**config.mk**
```make
export PLATFORM = sky130hd
export DESIGN_NAME = mode_stopwatch_lap
export DESIGN_NICKNAME = d
export VERILOG_FILES = /design/src/rtl/mode_stopwatch_lap.sv
export SDC_FILE = /design/constraint.sdc
export NUM_CORES = 1
export LEC_CHECK = 0
export CAP_MARGIN = 0
export CORE_ASPECT_RATIO = 0.5
export CORE_MARGIN = 2
export CORE_UTILIZATION = 55
export DETAILED_ROUTE_END_ITERATION = 8
export MAX_ROUTING_LAYER = met4
export PLACE_DENSITY = 0.72
export REMOVE_ABC_BUFFERS = 1
export SLEW_MARGIN = 20
export SYNTH_ARGS = -nofsm -noshare
export SYNTH_HDL_FRONTEND = slang
export SYNTH_SLANG_ARGS = --single-unit
```
**constraint.sdc**
```tcl
create_clock -name clk -period 3.4 [get_ports clk]
set_input_delay 0.51 -clock clk [delete_from_list [all_inputs] [get_ports clk]]
set_output_delay 0.51 -clock clk [all_outputs]
set_load 0.005 [all_outputs]
```
**src/rtl/mode_stopwatch_lap.sv**
```systemverilog
// mode_stopwatch_lap
//   Stopwatch display mode with start/pause/clear control and a circular lap
//   memory. Time is kept directly as BCD digits MM:SS:CC. The block serves
//   ASCII characters to the shared 2x16 LCD writer through the index/out
//   character-fetch interface.
//
// Ports
//   clk        system clock
//   rst        asynchronous reset, active low
//   en_100hz   one-cycle 100 Hz tick strobe
//   mode_en    mode selected; when low the buttons are ignored, counting goes on
//   btn_start  start/pause toggle pulse
//   btn_lap    lap capture in RUN, clear in PAUSE
//   btn_view   advance the displayed lap (0 = live time)
//   index      LCD character position, 0-15 line 1, 16-31 line 2
//   out        registered ASCII character for index
//
// state    | meaning
// ---------+------------------------------------------------
// ST_IDLE  | cleared, time held at 00:00:00, shows "RDY"
// ST_RUN   | counting on en_100hz, btn_lap captures laps
// ST_PAUSE | time held, btn_start resumes, btn_lap clears

module mode_stopwatch_lap #(
    parameter int LAP_DEPTH = 4,
    parameter int MIN_MAX   = 59
) (
    input  logic       clk,
    input  logic       rst,
    input  logic       en_100hz,
    input  logic       mode_en,
    input  logic       btn_start,
    input  logic       btn_lap,
    input  logic       btn_view,
    input  logic [4:0] index,
    output logic [7:0] out
);

    localparam int         PW        = (LAP_DEPTH > 1) ? $clog2(LAP_DEPTH) : 1;
    localparam logic [3:0] MM_HI     = 4'(MIN_MAX / 10);
    localparam logic [3:0] MM_LO     = 4'(MIN_MAX % 10);
    localparam logic [3:0] DEPTH_DIG = 4'(LAP_DEPTH);

    typedef enum logic [1:0] {
        ST_IDLE,
        ST_RUN,
        ST_PAUSE
    } state_t;

    state_t        state;
    // tm = {m1, m0, s1, s0, c1, c0}, one BCD digit per nibble
    logic [23:0]   tm;
    logic [23:0]   tm_inc;
    logic [23:0]   lap_mem [LAP_DEPTH];
    logic [PW-1:0] wr_ptr;
    logic [3:0]    lap_cnt;
    logic [3:0]    view_sel;

    logic          capture;
    logic          clear;
    logic [PW-1:0] ptr_next;
    int            slot_i;
    logic [23:0]   sel_time;
    logic [7:0]    ch;

    function automatic logic [7:0] dig(input logic [3:0] d);
        return 8'h30 + {4'h0, d};
    endfunction

    // BCD ripple increment with wrap at MIN_MAX:59:99
    always_comb begin
        tm_inc = tm;
        if (tm[3:0] != 4'd9) begin
            tm_inc[3:0] = tm[3:0] + 4'd1;
        end else begin
            tm_inc[3:0] = 4'd0;
            if (tm[7:4] != 4'd9) begin
                tm_inc[7:4] = tm[7:4] + 4'd1;
            end else begin
                tm_inc[7:4] = 4'd0;
                if (tm[11:8] != 4'd9) begin
                    tm_inc[11:8] = tm[11:8] + 4'd1;
                end else begin
                    tm_inc[11:8] = 4'd0;
                    if (tm[15:12] != 4'd5) begin
                        tm_inc[15:12] = tm[15:12] + 4'd1;
                    end else begin
                        tm_inc[15:12] = 4'd0;
                        if (tm[23:20] == MM_HI && tm[19:16] == MM_LO) begin
                            tm_inc[23:16] = 8'h00;
                        end else if (tm[19:16] != 4'd9) begin
                            tm_inc[19:16] = tm[19:16] + 4'd1;
                        end else begin
                            tm_inc[19:16] = 4'd0;
                            tm_inc[23:20] = tm[23:20] + 4'd1;
                        end
                    end
                end
            end
        end
    end

    // btn_start has priority over the clear in PAUSE
    assign capture  = mode_en && btn_lap && (state == ST_RUN);
    assign clear    = mode_en && btn_lap && !btn_start && (state == ST_PAUSE);
    assign ptr_next = (wr_ptr == PW'(LAP_DEPTH - 1)) ? '0 : wr_ptr + PW'(1);

    // view_sel=k selects the k-th most recent lap; view_sel <= lap_cnt keeps
    // the sum non-negative
    always_comb begin
        slot_i   = 0;
        sel_time = tm;
        if (view_sel != 4'd0) begin
            slot_i   = (int'(wr_ptr) + LAP_DEPTH - int'(view_sel)) % LAP_DEPTH;
            sel_time = lap_mem[slot_i[PW-1:0]];
        end
    end

    always_comb begin
        ch = 8'h20;
        case (index)
            5'd0:  ch = "S";
            5'd1:  ch = "W";
            5'd3: begin
                case (state)
                    ST_RUN:   ch = "R";
                    ST_PAUSE: ch = "P";
                    default:  ch = "R";
                endcase
            end
            5'd4: begin
                case (state)
                    ST_RUN:   ch = "U";
                    ST_PAUSE: ch = "S";
                    default:  ch = "D";
                endcase
            end
            5'd5: begin
                case (state)
                    ST_RUN:   ch = "N";
                    ST_PAUSE: ch = "E";
                    default:  ch = "Y";
                endcase
            end
            5'd7:  ch = "L";
            5'd8:  ch = dig(lap_cnt);
            5'd9:  ch = "/";
            5'd10: ch = dig(DEPTH_DIG);
            5'd16: ch = (view_sel == 4'd0) ? "T" : "L";
            5'd17: ch = (view_sel == 4'd0) ? "I" : "A";
            5'd18: ch = (view_sel == 4'd0) ? "M" : "P";
            5'd19: ch = (view_sel == 4'd0) ? "E" : dig(view_sel);
            5'd21: ch = dig(sel_time[23:20]);
            5'd22: ch = dig(sel_time[19:16]);
            5'd23: ch = ":";
            5'd24: ch = dig(sel_time[15:12]);
            5'd25: ch = dig(sel_time[11:8]);
            5'd26: ch = ":";
            5'd27: ch = dig(sel_time[7:4]);
            5'd28: ch = dig(sel_time[3:0]);
            default: ch = 8'h20;
        endcase
    end

    always_ff @(posedge clk or negedge rst) begin
        if (!rst) begin
            state    <= ST_IDLE;
            tm       <= '0;
            wr_ptr   <= '0;
            lap_cnt  <= '0;
            view_sel <= '0;
            out      <= 8'h00;
            for (int i = 0; i < LAP_DEPTH; i++) begin
                lap_mem[i] <= '0;
            end
        end else begin
            out <= ch;

            if (state == ST_RUN && en_100hz) begin
                tm <= tm_inc;
            end

            if (mode_en) begin
                case (state)
                    ST_IDLE: begin
                        if (btn_start) state <= ST_RUN;
                    end
                    ST_RUN: begin
                        if (btn_start) state <= ST_PAUSE;
                    end
                    ST_PAUSE: begin
                        if (btn_start)    state <= ST_RUN;
                        else if (btn_lap) state <= ST_IDLE;
                    end
                    default: state <= ST_IDLE;
                endcase
            end

            // capture stores the pre-increment time even when a tick coincides
            if (capture) begin
                lap_mem[wr_ptr] <= tm;
                wr_ptr          <= ptr_next;
                if (lap_cnt != DEPTH_DIG) lap_cnt <= lap_cnt + 4'd1;
                view_sel        <= '0;
            end else if (clear) begin
                tm       <= '0;
                wr_ptr   <= '0;
                lap_cnt  <= '0;
                view_sel <= '0;
            end else if (mode_en && btn_view) begin
                view_sel <= (view_sel == lap_cnt) ? 4'd0 : view_sel + 4'd1;
            end
        end
    end

endmodule

```
==> impl_metrics.yaml <==
status:
  outcome: "finished, final reports clean"
logic_synthesis:
  synth-edff-count: 0
  yosys.area_share.simple_pct: 11.9
  yosys-top-cells-area: "dfrtp_1 (47%), mux2_2 (13%), mux2i_1 (5.0%)"
  ys_types: 60
  yosys_warnings: 0
  syn_area_um2: 7380
  syn_area_per_cell_um2: 10.7
  synth-seq-area-share_pct: 47.2
  yosys.area_share.xor_xnor_pct: 1.97
  synth_top_family_by_area: "multiplexers"
  synth_compound_area_share_pct: 12.2
  ys_async_sr_fraction_pct: 100
  synthAdderAreaFrac_pct: 3.70
  yosys.area.top_type: "dfrtp_1"
  muxShareOfSynthArea_pct: 19.1
  synth_top_area_share_pct: 47.2
  synth_ff_type: "dfrtp_1"
  synthCells: 691
  ys_seq_elements: 139
floorplanning:
  die_h_um: 85.9
  start_util_pct: 57.3
  rows: 29
  ioPinCount: 20
  die_w_um: 168
  coreArea_um2: 12900
  dieArea_um2: 14400
clock_tree:
  cts_max_path_buffers: 2
  cts_tree: "yes"
  cts.htree.levels: 4
  hold_buffers: 0
  clk_latency_ns: 0.43
  cts_resized: 0
  cts_buffers: 17
  cts_num_sinks: 139
  cts-root-buf: "clkbuf_16"
  cts_setup_buffers: 0
  clk_pin_slew_ns: 0.07
pwr:
  power_frac_clock_pct: 30.2
  power_mw: 6.39
  power_leakage_nw: 3.90
  switching_share_pct: 37.5
  power_density_nw_per_um2: 766
  p_int_mw: 3.99
  p_seq_share_pct: 34.5
  max-vdd-ir-drop_uv: 362
  p_sw_mw: 2.40
  comb_power_share_pct: 35.3
critical_path:
  startpoint_type: "register"
  crit_required_ns: 3.75
  critPathMaxStageDelay_ns: 0.54
  slowest_stage: "or4_1"
  crit_type: "reg2reg"
  path_max_fanout: 8
  cp.arrival_ns: 3.25
  path_cells: "inv_1, ha_1, and3_1, nand4_1, or2_1, or3_1, or4_1, a21oi_1"
  endpoint_kind: "register"
final_layout:
  num-fill-cells: 1003
  layout_common_cells: "dfrtp_1 (139), mux2_2 (82), nand2_1 (59), o21ai_0 (45), mux2i_1 (37)"
  area_growth_syn_to_layout_pct: 13.0
  diodes: 0
  multi_input_area_um2: 3610
  nets: 732
  drive_above_1_share_pct: 20.6
  regArea_um2: 3480
  layout_commonest_cell: "dfrtp_1"
route:
  vias: 5520
  drt-initial-drc-count: 462
  wl_per_cell_um: 22.1
  remaining_drc_errors: 0
  via_per_inst: 6.26
  route.final.wire_length_mm: 19.5
  ant_nets: 0
  firstDrtPassIters: 6
placement:
  dpl_worst_slack_ns: 0.395
  routabilityCongestion: 0.926
  numPortBuffers: 18
  dp_hpwl_mm: 13.0
timing:
  timing.final.crit_share_pct: 85.1
  setup_viol: 0
  finalHoldViolCount: 0
  worst_slack_ns: 0.507
  finalSetupTns_ns: 0
  fmax_mhz: 346
  drv_slew: 0
  period_minus_slack_ns: 2.89
  max_slew.worst_pin.slew_ns: 0.802
  skew_ns: 0.0151
  relSlewSlack_pct: 46.3
  rsz0062_at_grt: "no"
min_path:
  hold_path_class: "in2async"
run:
  cap_violations: 0
global_route:
  overflow: 0
  antenna_found_initial: 0
  grt.total_usage_pct: 30.3
  grt_pass1_wl_mm: 31.6
  grt_max_degree: 74
  grt_pass1_vias: 5461
## final cells by class
class                           count  share of cell area (%)
Clock inverter                     14                    2.15
Sequential cell                   139                    41.7
Timing Repair Buffer               40                    4.16
Tap cell                          170                    2.55
Inverter                           21                   0.945
Clock buffer                       18                    5.15
Multi-Input combinational cell    480                    43.3
## sequential cells by signal, indices dropped and copies added, names as in the netlist
| register | count |
|---|---|
| lap_mem | 96 |
| tm | 24 |
| out | 7 |
| lap_cnt | 4 |
| view_sel | 4 |
| state | 2 |
| wr_ptr | 2 |
## cell usage after synthesis, types with 5 or more instances
master	number
xnor2_1	5
dfrtp_1	139
a21oi_1	28
nor3_1	12
a22oi_1	7
inv_1	21
clkbuf_1	35
mux2i_1	37
or3_1	8
nor2_1	33
xor2_1	9
mux4_2	5
nand2b_1	7
mux2_2	82
buf_2	13
a22o_1	6
nand3_1	14
o22ai_1	10
o21ai_0	45
and3_1	6
nand2_1	59
nor2b_1	10
o211ai_1	7
a31oi_1	6
ha_1	21
nor3b_1	5
## worst max-delay path: cells and delay by family (launching register included)
| kind | cells | cell delay [ns] |
|---|---|---|
| compound gates | 1 | 0.13 |
| fa+ha+maj | 1 | 0.31 |
| flops | 1 | 0.42 |
| simple gates | 5 | 1.84 |
| buf+inv | 1 | 0.12 |
## metrics by stage
stage / hold WS [ns] / util [%] / area (um2) / instances
floorplan: 0.214 / - / 7160 / 640
global placement: 0.460 / 60.0 / 7730 / 850
detailed placement: 0.470 / 60.0 / 7730 / 850
CTS: 0.119 / 64.7 / 8340 / 882
global route: 0.126 / 64.7 / 8340 / 882
finish: 0.0929 / 64.7 / 8340 / 882
## power by group through the flow
stage                     clock network (mW)  logic (mW)  registers [mW]
after floorplan                            0        1.51            2.12
after global placement                     0        2.18            2.21
after detailed placement                   0        2.21            2.23
after CTS                               1.94        2.23            2.20
after global routing                    2.02        2.41            2.25
final                                   1.93        2.26            2.21
## cells by family after synthesis
kind of cell,Yosys count
mux,124
simple gates,177
buf+inv,72
flops,139
fa+ha+maj,22
compound gates,141
xor+xnor,15
other cells,1
## path summary, 6_finish.rpt
kind                       depth (start not counted)         from  slack (ns)          end
min in group clk                                   2  lap_mem[87]        0.48  lap_mem[87]
max in group asynchronous                          2          rst        2.45  lap_mem[92]
max                                                8     state[1]        0.51       tm[23]
max reg2reg                                        8     state[1]        0.51       tm[23]
min                                                1          rst        0.09  lap_mem[60]
min reg2reg                                        2  lap_mem[87]        0.48  lap_mem[87]
## routing by layer
metal / vias up / track usage (%) / part of all wire, %
li1: 2509 / - / -
met1: 2819 / 43.8 / 48
met2: 176 / 44.3 / 44
met3: 16 / 7.15 / 6.8
met4: 0 / 5.85 / 0.88
met5: - / - / 0
Power figures use the tool's default switching activity.
